<file path="src/rtl/des_engine_scheduler.sv">
// Two-requester front end for a single DES engine: round-robin grant, start pulse,
// bounded wait for completion, and one-cycle result delivery tagged with the requester id.
module des_engine_scheduler #(
    parameter int TIMEOUT_CYCLES = 64
) (
    input  logic        clk,
    input  logic        reset,
    input  logic [1:0]  req_valid_din,
    input  logic [0:63] plaintext_0_din,
    input  logic [0:63] key_0_din,
    input  logic [0:63] plaintext_1_din,
    input  logic [0:63] key_1_din,
    output logic [1:0]  req_ack_dout,
    input  logic        active_des_engine_din,
    input  logic        done_strobe_din,
    input  logic [0:63] ciphertext_din,
    output logic        start_strobe_dout,
    output logic [0:63] plaintext_dout,
    output logic [0:63] key_dout,
    output logic        result_valid_dout,
    output logic        result_id_dout,
    output logic [0:63] ciphertext_dout,
    output logic        timeout_dout
);

    typedef enum logic [1:0] {
        IDLE    = 2'd0,
        ISSUE   = 2'd1,
        BUSY    = 2'd2,
        DELIVER = 2'd3
    } state_t;

    // Compare against the last count so the abort lands on the TIMEOUT_CYCLES-th BUSY cycle.
    localparam logic [7:0] CNT_LAST = 8'(TIMEOUT_CYCLES - 1);

    state_t      state_reg;
    state_t      state_next;
    logic [7:0]  cnt_reg;
    logic        last_grant_reg;
    logic        grant_id_reg;
    logic [0:63] plaintext_reg;
    logic [0:63] key_reg;
    logic [0:63] ciphertext_reg;
    logic        result_id_reg;

    logic grant_ok;
    logic winner;
    logic done_hit;
    logic timeout_hit;

    // Reset gates the grant so no ack can escape while the block is held in reset.
    assign grant_ok    = !reset && (state_reg == IDLE) && (req_valid_din != 2'b00)
                         && !active_des_engine_din;
    assign winner      = (req_valid_din == 2'b11) ? ~last_grant_reg : req_valid_din[1];
    assign done_hit    = (state_reg == BUSY) && done_strobe_din;
    assign timeout_hit = (state_reg == BUSY) && !done_strobe_din && (cnt_reg == CNT_LAST);

    always_ff @(posedge clk or posedge reset) begin
        if (reset) begin
            state_reg <= IDLE;
        end else begin
            state_reg <= state_next;
        end
    end

    always_comb begin
        state_next = state_reg;
        case (state_reg)
            IDLE:    if (grant_ok) state_next = ISSUE;
            ISSUE:   state_next = BUSY;
            BUSY: begin
                if (done_hit) begin
                    state_next = DELIVER;
                end else if (timeout_hit) begin
                    state_next = IDLE;
                end
            end
            DELIVER: state_next = IDLE;
            default: state_next = IDLE;
        endcase
    end

    always_comb begin
        req_ack_dout      = 2'b00;
        start_strobe_dout = 1'b0;
        result_valid_dout = 1'b0;
        timeout_dout      = 1'b0;
        case (state_reg)
            IDLE:    if (grant_ok) req_ack_dout[winner] = 1'b1;
            ISSUE:   start_strobe_dout = 1'b1;
            BUSY:    timeout_dout = timeout_hit;
            DELIVER: result_valid_dout = 1'b1;
            default: ;
        endcase
    end

    always_ff @(posedge clk or posedge reset) begin
        if (reset) begin
            cnt_reg <= 8'd0;
        end else if (state_reg == ISSUE) begin
            cnt_reg <= 8'd0;
        end else if (state_reg == BUSY) begin
            cnt_reg <= cnt_reg + 8'd1;
        end
    end

    // last_grant starts at 1 so requester 0 wins the first contention after reset.
    always_ff @(posedge clk or posedge reset) begin
        if (reset) begin
            last_grant_reg <= 1'b1;
            grant_id_reg   <= 1'b0;
            plaintext_reg  <= '0;
            key_reg        <= '0;
            ciphertext_reg <= '0;
            result_id_reg  <= 1'b0;
        end else begin
            if (grant_ok) begin
                plaintext_reg  <= winner ? plaintext_1_din : plaintext_0_din;
                key_reg        <= winner ? key_1_din : key_0_din;
                grant_id_reg   <= winner;
                last_grant_reg <= winner;
            end
            if (done_hit) begin
                ciphertext_reg <= ciphertext_din;
                result_id_reg  <= grant_id_reg;
            end
        end
    end

    assign plaintext_dout  = plaintext_reg;
    assign key_dout        = key_reg;
    assign ciphertext_dout = ciphertext_reg;
    assign result_id_dout  = result_id_reg;

endmodule

</file>
<file path="config.mk">
export PLATFORM = sky130hd
export DESIGN_NAME = des_engine_scheduler
export DESIGN_NICKNAME = d
export VERILOG_FILES = /design/src/rtl/des_engine_scheduler.sv
export SDC_FILE = /design/constraint.sdc
export NUM_CORES = 1
export LEC_CHECK = 0
export CAP_MARGIN = 20
export CORE_AREA = 10 10 196 198
export CTS_CLUSTER_SIZE = 40
export DETAILED_ROUTE_END_ITERATION = 10
export DIE_AREA = 0 0 206 208
export PLACE_DENSITY = 0.57
export SETUP_SLACK_MARGIN = 0.02
export SYNTH_ARGS = -nofsm -noshare
export SYNTH_HDL_FRONTEND = slang
export SYNTH_SLANG_ARGS = --single-unit
export TNS_END_PERCENT = 5
</file>
<file path="constraint.sdc">
create_clock -name clk -period 22.2 [get_ports clk]
set_clock_uncertainty 0.1 [all_clocks]
set_input_delay 6.66 -clock clk [delete_from_list [all_inputs] [get_ports clk]]
set_output_delay 6.66 -clock clk [all_outputs]
set_load 0.02 [all_outputs]
</file>
Word-level counts from Yosys, hierarchy flattened:

Index checks and enable logic that the tools add are counted.

* order comparisons: 2
* bitwise gates (word level): 1
* muxes and demuxes: 16
* equality and inequality tests: 7
* add/subtract/negate cells: 1
* reductions and logical operators: 14

Operator list (number)
* 64-bit two-way mux: 2
* 8-bit two-way mux: 2
* 2-bit two-way mux: 5
* 8-bit by 1-bit adder with 8-bit output, second input constant: 1
* 8-bit by 6-bit equality test with 1-bit output, second input constant: 1
* 2-bit one-hot mux with 4 select lines: 1
* 1-bit logical AND: 7
* 2-bit equality test, second input constant: 3
* 1-bit two-way mux: 5
* 2-bit nonzero test: 2
* 1-bit zero test: 3
* 3-bit != test, second input constant: 1
* 2-bit by 1-bit equality test with 1-bit output, second input constant: 1
* 2-bit zero test: 1
* 1-bit by 2-bit less-than comparator with 1-bit output, second input constant: 1
* 2-bit != test, second input constant: 1
* 2-bit AND reduction: 1
* 1-bit demux with 1-bit select: 1
* 1-bit >= comparator, second input constant: 1
* 1-bit inverter: 1

* logic and storage cells: 49
* input port bits: 326
* register bits: 205
* output and inout bits: 198

Depth between registers and ports, before layout:

Gate-level depths: netlist (run 1).

* word-level depth: 8
* depth in mapped cells: 8
* depth with buffers taken out: 6

Least setup slack after synthesis (run 1):

OpenSTA, ideal clock, no wires.

* path type: input to output
* start: in reset
* end: out req_ack_dout[0]
* setup slack: 8.002 ns
* data required time: 15.440 ns
* stages: 4
* path buffers: 1
* arrival: 7.438 ns
* cells stage by stage: nor2_2 -> nand3b_4 -> nor2_1 -> buf_1

* longest elaborated chain between the ends: 6

RTL lines
* start: declaration: RTL line 7 `input logic reset,`
* 1-bit zero test (no source line)
* 1-bit logical AND (2 in a row): RTL line 52 `assign grant_ok = !reset && (state_reg == IDLE) && (req_valid_din != 2'b00)`
* 1-bit logical AND: RTL line 53 `&& !active_des_engine_din;`
* 2-bit two-way mux: RTL line 89 `IDLE: if (grant_ok) req_ack_dout[winner] = 1'b1;`
* 2-bit two-way mux: RTL line 88 `case (state_reg)`
* end: declaration: RTL line 13 `output logic [1:0] req_ack_dout,`

No other way between the ends.

Worst setup path after layout (run 1):

Ends and elaborated chain as after synthesis.

==> out/qor.txt, run 1 <==
Antenna Nets Post-Route: 0
Post-DP HPWL: 28,100 um
Post-Syn Area: 8680 um2
Worst path slowest cell: nand3b_4
Post-synth ARST share: 1.00
R2R depth: 7
Combinational share of power: 0.492
Worst-Margin Slew: 0.926 ns
Fmax: 0.0631 GHz
I/O pin total: 524
Setup CP Type: input port to output pin
Crit path max fanout: 61
Area of the multi-input gates: 3220 um2
Int Power: 1.38 mW
Post-synth EDFFs: 0
Drt first pass iters: 4
Cell Chain, Critical Path: clkdlybuf4s50_1 > nor2_2 > nand3b_4 > nor2_4 > clkdlybuf4s50_1
H-tree lvl count: 1
Yosys cell types: 36
Post-Syn Area per Cell: 13.6 um2
Fillers: 3,192
Ranking of synthesized cells by area: dfrtp_1 59%, a22o_1 13%, a21o_1 11%, mux2_2 8.7%, buf_2 1.5%
Sw Share: 0.355
Total number of vias: 7,491
Pre-CTS WS: 6.31 ns
Critical Path Most Common Cell: clkdlybuf4s50_1
Synth Net Count: 971
Core Region: 34,400 um2
Reg-to-Reg End: key_dout[2]
Final hold violations: 0
Worst-Skew Late Latency: 0.53 ns
Worst Hold Class: flip-flop to flip-flop
Initial antenna violation count: 2
Post-CTS sizing: 0
Slowest stage delay, CP: 0.66 ns
GPL Wtd Cong: 0.765
Number of synthesized register bits: 205
RSZ-0062 raised after global routing: no
Vias in the first global route: 8,206
Register area share after synthesis: 0.591
Largest net degree at the start of global routing: 95
FF+latch area: 5130 um2
Core Rows: 68
Reg2Reg Setup Slack: 18.37 ns
Clock-pin transition on the worst setup and hold timing paths: 0.05 ns
Die Width: 206 um
Final core occ: 0.440
Status: completed
CTS tree: done
Die ar.: 42,800 um2
Final net count: 1,478
P_sw: 0.756 mW
Power Total: 2.13 mW
Sequential share of power: 0.306
Crit start category: input port
Starting Density: 0.252
# DRC: 0
Normalized max-slew margin: 0.378
Routed WL: 37,800 um
Chip height: 208 um
Final setup viols: 0
Arrival time worst endpoint: 9.08 ns
Worst reg2reg startpoint: state_reg[1]
Final count of pins violating max slew: 0
Leading area contributor after synthesis: dfrtp_1
Synth Instances: 640
Clock power frac: 0.202
CTS buffer count: 27
Leakage power: 6.97 nW
PD cells: 141 nW/um2
GRT Overall Usage: 0.166
Hold path start: grant_id_reg
Final setup TNS: 0 ns
Ratio of cells with drive above 1 in the final layout: 0.107
Peak supply drop: 0.0848 mV
Drt via density: 4.62
Max cap viols: 0
Root buffer cell: clkbuf_16
Yosys warns: 0
Hold depth: 1
Setup crit end kind: output pin
Cts hold-fix bufs: 0
Drt initial violations: 287
Sink of the worst hold path: grant_id_reg
CTS Sinks: 205
Top cell type's share of synthesized area: 0.588
Final period util: 0.714
Global route overflow: 0
Tmin final: 15.84 ns
IO Port Bufs: 523
Layout Area Growth over Synthesis: 74.3%
Deepest clock path buffer count: 3
Setup repair bufs after CTS: 0
Worst Slack Setup Final: 6.36 ns
First-pass GRT wire length: 55,400 um
Critical path required time: 15.44 ns
Routed wire per std cell: 23.3 um
Main flop type after synthesis: dfrtp_1
## area by class of cell
cell class                 count  area share
timing repair buffer         530       0.350
sequential                   205       0.339
multi-input combinational    374       0.213
clock buffer                  39      0.0510
tap                          455      0.0376
clock inverter                 9     0.00678
inverter                       9     0.00273
antenna                        2    0.000331
## metal layers
metal,up-vias,part of all wire,track usage
li1,3412,-,-
met1,3715,0.38,0.186
met2,328,0.49,0.287
met3,36,0.11,0.0718
met4,0,0.011,0.0291
met5,-,0,0
## per-stage QoR
step	cell area [um2]	hold slack, ns	std cells
after CTS	15100	0.375	1621
after detailed placement	14200	0.362	1573
after global routing	15100	0.384	1622
final	15100	0.371	1623
after global placement	14200	0.356	1573
after floorplan	8680	0.346	640
## layout by cell type (no fill, tap or decap), types with 2 or more instances in the layout
cell type        Yosys  routed
clkinv_2             0       5
diode_2              0       2
o21ai_0              3       3
dfrtp_1            204     204
clkbuf_16            0      27
nand2_1              4       3
ha_1                 5       5
xnor2_1              2       2
a21o_1             130     130
mux2_2              67      67
a21oi_1              4       4
nor3b_1              2       2
clkbuf_1            13       7
o22ai_1              4       4
buf_4                0       7
inv_1                9       8
nor2_1               6       5
bufinv_16            0       2
a22o_1             128     128
nand3_1              2       2
clkbuf_8             0       5
clkdlybuf4s50_1      0     523
## cells in the mapped netlist, drive strengths merged (3+ instances only)
cell / instances
o21ai: 3
dfrtp: 204
buf: 39
mux2: 67
inv: 9
clkbuf: 13
ha: 5
nand2: 4
o22ai: 4
a21o: 130
a22o: 128
a21oi: 4
nand3: 3
nor2: 7
## critical path: cells and delay by family
family | cells | cell delay, ns
buffers and inverters | 2 | 1.21
AND/OR/NAND/NOR | 3 | 1.21
## worst max path at each step
| stage | cells after the start | start | end | slack [ns] |
|---|---|---|---|---|
| 2_1_floorplan | 4 | reset | req_ack_dout[0] | 8.00 |
| 6_report | 5 | reset | req_ack_dout[0] | 6.36 |
| 5_1_grt | 5 | reset | req_ack_dout[0] | 6.22 |
| 4_1_cts | 5 | reset | req_ack_dout[0] | 6.31 |
| 3_5_place_dp | 5 | reset | req_ack_dout[0] | 6.31 |
| 3_3_place_gp | 5 | reset | req_ack_dout[0] | 6.32 |
## power by group through the flow
stage / logic (mW) / registers [mW] / clock network, mW
final: 1.05 / 0.653 / 0.430
after global routing: 1.11 / 0.675 / 0.462
after CTS: 1.07 / 0.653 / 0.447
after detailed placement: 1.06 / 0.656 / 0
after global placement: 1.06 / 0.650 / 0
after floorplan: 0.335 / 0.860 / 0
## cell families after synthesis
family	after synthesis	share of synthesized area
buf+inv	61	0.0397
fa+ha+maj	5	0.00721
flops	205	0.591
compound gates	275	0.255
mux	68	0.0881
xor+xnor	2	0.00202
simple gates	24	0.0170
No activity file was read; power rests on OpenSTA's default activity.
==> run 2, diff against run 1 <==
--- a/config.mk
+++ b/config.mk
@@ -6,10 +6,10 @@
 export NUM_CORES = 1
 export LEC_CHECK = 0
 export CAP_MARGIN = 20
-export CORE_AREA = 10 10 196 198
+export CORE_AREA = 10 10 197 199
 export CTS_CLUSTER_SIZE = 40
 export DETAILED_ROUTE_END_ITERATION = 10
-export DIE_AREA = 0 0 206 208
+export DIE_AREA = 0 0 207 209
 export PLACE_DENSITY = 0.57
 export SETUP_SLACK_MARGIN = 0.02
 export SYNTH_ARGS = -nofsm -noshare
==> constraint.sdc (replaced) <==
create_clock -name clk -period 15.3 [get_ports clk]
set_clock_uncertainty 0.1 [all_clocks]
set_input_delay 4.59 -clock clk [delete_from_list [all_inputs] [get_ports clk]]
set_output_delay 4.59 -clock clk [all_outputs]
set_load 0.02 [all_outputs]
==> out/qor.txt, run 2 (synthesis results as in run 1) <==
Normalized max-slew margin: 0.356 (-0.0212)
Post-DP HPWL: 28,100 um (about the same)
Crit-path leading delay family: simple AND/OR/NAND/NOR gates
Met1 WL: 14,900 um (+3.4%)
CTS Sinks: 205 (unchanged)
# DRC: 0 (unchanged)
Max cap viols: 0 (unchanged)
Combinational share of power: 0.484 (-0.008)
Vias in the first global route: 8,089 (-1.4%)
CTS tree: done
Critical Path Most Common Cell: clkdlybuf4s50_1
Die Width: 207 um (+0.49%)
Routed wire per std cell: 23.2 um (-0.35%)
Crit start category: input port
Fillers: 3,321 (+4.0%)
Final setup TNS: 0 ns (unchanged)
Uppermost routed layer: met4
Final hold violations: 0 (unchanged)
Worst-Margin Slew: 0.965 ns (+0.0398 ns)
Final period util: 0.764
Clock power frac: 0.211 (+0.009)
Setup CP Type: input port to output pin
Crit path buffers/inverters: 2 (unchanged)
First-pass GRT wire length: 56,200 um (+1.4%)
Worst path slowest cell: nand3b_4
Leading cell type in the layout, fill and taps excluded: clkdlybuf4s50_1
CTS buffer count: 26 (-3.7%)
Final setup viols: 0 (unchanged)
Met3 WL: 3760 um (-13%)
GPL Wtd Cong: 0.778 (+1.7%)
Total number of vias: 7,509 (+0.24%)
Drt via density: 4.61 (-0.13%)
Sequential share of power: 0.305 (about the same)
Cell Chain, Critical Path: clkdlybuf4s50_1 > nor2_2 > nand3b_4 > nor2_4 > clkdlybuf4s50_1
Root buffer cell: clkbuf_16
Global route overflow: 0 (unchanged)
FF+latch area: 5130 um2 (unchanged)
Design area: 15,200 um2 (+0.41%)
P_sw: 1.10 mW (+45%)
Routed WL: 37,800 um (about the same)
Most frequent cells in the layout: 523 x clkdlybuf4s50_1, 204 x dfrtp_1, 130 x a21o_1, 128 x a22o_1, 67 x mux2_2
Core Region: 35,100 um2 (+2.0%)
Initial antenna violation count: 0 (-2)
I/O pin total: 524 (unchanged)
Final count of pins violating max slew: 0 (unchanged)
Ratio of cells with drive above 1 in the final layout: 0.109 (+0.00172)
Sw Share: 0.352 (-0.00260)
Worst-Skew Late Latency: 0.53 ns (about the same)
Routed wl met2: 18,600 um (about the same)
RSZ-0062 raised after global routing: no
PD cells: 206 nW/um2 (+46%)
Area of the multi-input gates: 3220 um2 (unchanged)
H-tree lvl count: 1 (unchanged)
Critical path required time: 10.61 ns (-4.83 ns)
Placed standard-cell area: 14,300 um2 (about the same)
Cts hold-fix bufs: 0 (unchanged)
Worst Hold Class: flip-flop to flip-flop
Drt first pass iters: 4 (unchanged)
Deepest clock path buffer count: 3 (unchanged)
Arrival time worst endpoint: 7.00 ns (-2.08 ns)
GRT Overall Usage: 0.166 (-0.000463)
Leakage power: 6.99 nW (+0.28%)
Fmax: 0.0856 GHz
Crit path max fanout: 63 (+3.3%)
Core Rows: 69 (+1.5%)
Layout Area Growth over Synthesis: 75.0%
Peak supply drop: 0.130 mV (+53%)
Die ar.: 43,300 um2 (+0.97%)
Post-CTS sizing: 0 (unchanged)
Largest net degree at the start of global routing: 83 (-13%)
Slowest stage delay, CP: 0.68 ns (+0.02 ns)
IO Port Bufs: 523 (unchanged)
Antenna Nets Post-Route: 0 (unchanged)
Clock-pin transition on the worst setup and hold timing paths: 0.06 ns (about the same)
Drt initial violations: 403 (+40%)
Status: completed
WHS: 0.383 ns (+0.0122 ns)
Setup repair bufs after CTS: 0 (unchanged)
Starting Density: 0.248 (-0.00488)
Chip height: 209 um (+0.48%)
Tmin final: 11.69 ns
Final net count: 1,477 (-0.068%)
Setup crit end kind: output pin
Int Power: 2.02 mW (+47%)
-- run 2: cell types whose count changed in the layout (fill, tap and decap cells not counted), sizes merged --
cell	before	now
bufinv	2	4
clkbuf	39	37
clkinvlp	0	1
inv	10	9
-- run 2: cell type report --
cell class / count / share of cell area
clock inverters: 11 / 0.0116
clock buffers: 37 / 0.0495
repair buffers: 530 / 0.348
inverters: 9 / 0.00272
well taps: 461 / 0.0380
diodes: 2 / 0.000330
flip-flops and latches: 205 / 0.338
multi-input cells: 374 / 0.212
-- run 2: final timing paths --
| kind | endpoint | slack (ns) | startpoint | depth (start not counted) |
|---|---|---|---|---|
| setup / recovery | req_ack_dout[0] | 3.61 | reset | 5 |
| hold / removal | grant_id_reg | 0.38 | grant_id_reg | 1 |
| setup reg to reg | key_dout[20] | 11.63 | state_reg[1] | 7 |
| hold reg to reg | grant_id_reg | 0.38 | grant_id_reg | 1 |
| max in group asynchronous | key_dout[28] | 9.21 | reset | 3 |
| min in group asynchronous | plaintext_dout[0] | 4.51 | reset | 2 |
-- run 2: power by group through the flow --
stage          sequential [mW]  clock (mW)  combinational (mW)
2_1_floorplan             1.25           0               0.485
3_3_place_gp             0.953           0                1.52
3_5_place_dp             0.960           0                1.53
4_1_cts                  0.956       0.681                1.54
5_1_grt                  0.989       0.702                1.61
6_report                 0.954       0.659                1.51
-- run 2: metal layers --
metal,track usage,vias up
met2,0.282,331
met5,0,-
met3,0.0732,33
met4,0.0279,0
li1,-,3412
met1,0.190,3733
-- run 2: per-stage QoR --
step                utilization  setup slack [ns]  power, mW  instances
global route              0.433              3.44       3.30       1627
detailed placement        0.407              3.57       2.49       1579
finish                    0.433              3.61       3.12       1629
floorplan                     -              5.02       1.73        640
CTS                       0.433              3.56       3.18       1627
global placement          0.407              3.57       2.48       1579
-- run 2: worst reg2reg max path, delay by kind of cell, from the launching register on --
family | cells | cell delay (ns)
simple gates | 2 | 1.00
compound gates | 1 | 0.27
fa+ha+maj | 1 | 0.29
flops | 1 | 0.42
buf+inv | 3 | 1.52
==> run 3, diff against run 2 <==
--- a/config.mk
+++ b/config.mk
@@ -10,7 +10,7 @@
 export CTS_CLUSTER_SIZE = 40
 export DETAILED_ROUTE_END_ITERATION = 10
 export DIE_AREA = 0 0 207 209
-export PLACE_DENSITY = 0.57
+export PLACE_DENSITY = 0.59
 export SETUP_SLACK_MARGIN = 0.02
 export SYNTH_ARGS = -nofsm -noshare
 export SYNTH_HDL_FRONTEND = slang
==> constraint.sdc (replaced) <==
create_clock -name clk -period 10.1 [get_ports clk]
set_clock_uncertainty 0.1 [all_clocks]
set_input_delay 3.03 -clock clk [delete_from_list [all_inputs] [get_ports clk]]
set_output_delay 3.03 -clock clk [all_outputs]
set_load 0.02 [all_outputs]
==> out/qor.txt, run 3 (synthesis results as in run 1) <==
CTS Sinks: 205 (unchanged)
# DRC: 0 (unchanged)
Fmax: 0.121 GHz
Final setup TNS: 0 ns (unchanged)
Final count of pins violating max slew: 0 (unchanged)
Clock-pin transition on the worst setup and hold timing paths: 0.06 ns (about the same)
Worst Hold Class: flip-flop to flip-flop
Worst path slowest cell: clkdlybuf4s50_1
Clock power frac: 0.178 (-0.033)
Chip height: 209 um (unchanged)
IO Port Bufs: 523 (unchanged)
Combinational share of power: 0.506 (+0.022)
WHS: 0.385 ns (+0.00147 ns)
Core Region: 35,100 um2 (unchanged)
Fillers: 3,286 (-1.1%)
Power Total: 4.56 mW (+46%)
Final hold violations: 0 (unchanged)
Initial antenna violation count: 3 (+3)
Critical path required time: 6.97 ns (-3.64 ns)
Die ar.: 43,300 um2 (unchanged)
Crit path buffers/inverters: 2 (unchanged)
Sequential share of power: 0.316 (+0.011)
Largest net degree at the start of global routing: 104 (+25%)
Drt via density: 4.63 (+0.50%)
Crit path max fanout: 39 (-38%)
Worst-Margin Slew: 1.14 ns (+0.177 ns)
Most frequent cells in the layout: 523 x clkdlybuf4s50_1, 204 x dfrtp_1, 130 x a21o_1, 128 x a22o_1, 67 x mux2_2
Tmin final: 8.27 ns
Die Width: 207 um (unchanged)
Crit start category: input port
PD cells: 305 nW/um2 (+48%)
Root buffer cell: clkbuf_16
Antenna Nets Post-Route: 0 (unchanged)
Final net count: 1,477 (unchanged)
Peak supply drop: 0.181 mV (+40%)
Core Rows: 69 (unchanged)
Reg2Reg Setup Slack: 7.09 ns (-4.54 ns)
H-tree lvl count: 1 (unchanged)
Max cap viols: 0 (unchanged)
Final setup viols: 0 (unchanged)
Leakage power: 6.89 nW (-1.5%)
Worst-Skew Late Latency: 0.52 ns (about the same)
Ratio of cells with drive above 1 in the final layout: 0.0993 (-0.00961)
Cts hold-fix bufs: 0 (unchanged)
Critical Path Most Common Cell: clkdlybuf4s50_1
CTS tree: done
I/O pin total: 524 (unchanged)
Final period util: 0.819
Placed Instances: 1,580 (+0.063%)
Status: completed
Routed WL: 37,700 um (-0.37%)
Normalized max-slew margin: 0.238 (-0.118)
P_sw: 1.65 mW (+50%)
Final core occ: 0.427 (-0.00600)
Drt first pass iters: 6 (+2)
Drt initial violations: 309 (-23%)
Starting Density: 0.248 (unchanged)
Total number of vias: 7,505 (-0.053%)
Post-DP HPWL: 28,100 um (about the same)
Layout Area Growth over Synthesis: 72.6%
Post-CTS sizing: 0 (unchanged)
RSZ-0062 raised after global routing: no
Final Non-Filler Cells: 1,620 (-0.55%)
Setup CP Type: input port to output pin
Crit-path leading delay family: buffers and inverters
GRT Overall Usage: 0.165 (about the same)
Routed wire per std cell: 23.3 um (+0.19%)
Slowest stage delay, CP: 0.72 ns (+0.04 ns)
First-pass GRT wire length: 56,000 um (-0.33%)
Int Power: 2.91 mW (+44%)
Deepest clock path buffer count: 3 (unchanged)
Global route overflow: 0 (unchanged)
Leading cell type in the layout, fill and taps excluded: clkdlybuf4s50_1
Arrival time worst endpoint: 5.14 ns (-1.86 ns)
GPL Wtd Cong: 0.790 (+1.6%)
CTS buffer count: 25 (-3.8%)
Setup crit end kind: output pin
Sw Share: 0.361 (+0.00912)
Setup repair bufs after CTS: 0 (unchanged)
Vias in the first global route: 8,149 (+0.74%)
Cell Chain, Critical Path: clkdlybuf4s50_1 > a21boi_1 > and3_4 > clkdlybuf4s50_1
run 3: cell types whose count changed in the layout (fill, tap and decap cells not counted), sizes merged:
cell,delta
diode,-1
clkinv,-4
buf,+1
inv,+1
bufinv,-4
clkbuf,-1
clkinvlp,-1
run 3: final cells by class:
type / instances / area (um2) / share of cell area
flip-flops and latches: 205 / 5130 / 0.343
diodes: 1 / 2.50 / 0.000167
inverters: 9 / 41.3 / 0.00276
well taps: 461 / 577 / 0.0385
clock inverters: 3 / 26.3 / 0.00175
clock buffers: 36 / 687 / 0.0459
repair buffers: 531 / 5300 / 0.354
multi-input cells: 374 / 3220 / 0.215
run 3: final timing paths:
kind / from / to / cells past startpoint
max: req_valid_din[1] / req_ack_dout[1] / 4
min: grant_id_reg / grant_id_reg / 1
max reg2reg: state_reg[1] / plaintext_dout[36] / 6
min reg2reg: grant_id_reg / grant_id_reg / 1
max in group asynchronous: reset / key_dout[26] / 3
min in group asynchronous: reset / plaintext_dout[25] / 2
run 3: worst reg2reg max path, cell delays in order (launching register included):
cell	delay, ns
dfrtp_1	0.41
inv_1	0.13
ha_1	0.32
and3_4	0.61
buf_4	0.96
a22o_1	0.33
a21o_1	0.09
run 3: routing by layer:
metal	share of wire	GRT usage	wire (um)
met2	0.48	0.273	18000
met1	0.40	0.195	15000
met4	0.018	0.0320	693
met3	0.10	0.0752	3940
met5	0.00090	0	34
run 3: power by group through the flow:
| stage | clock network, mW | registers (mW) | logic, mW |
|---|---|---|---|
| floorplan | 0 | 1.89 | 0.735 |
| global placement | 0 | 1.43 | 2.33 |
| detailed placement | 0 | 1.45 | 2.34 |
| CTS | 0.846 | 1.44 | 2.35 |
| global route | 0.874 | 1.49 | 2.45 |
| finish | 0.811 | 1.44 | 2.31 |
run 3: per-stage QoR:
step / setup WS (ns) / cell area, um2
CTS: 1.79 / 15000
detailed placement: 1.79 / 14300
finish: 1.83 / 15000
global route: 1.74 / 15000
global placement: 1.79 / 14300
floorplan: 1.38 / 8680
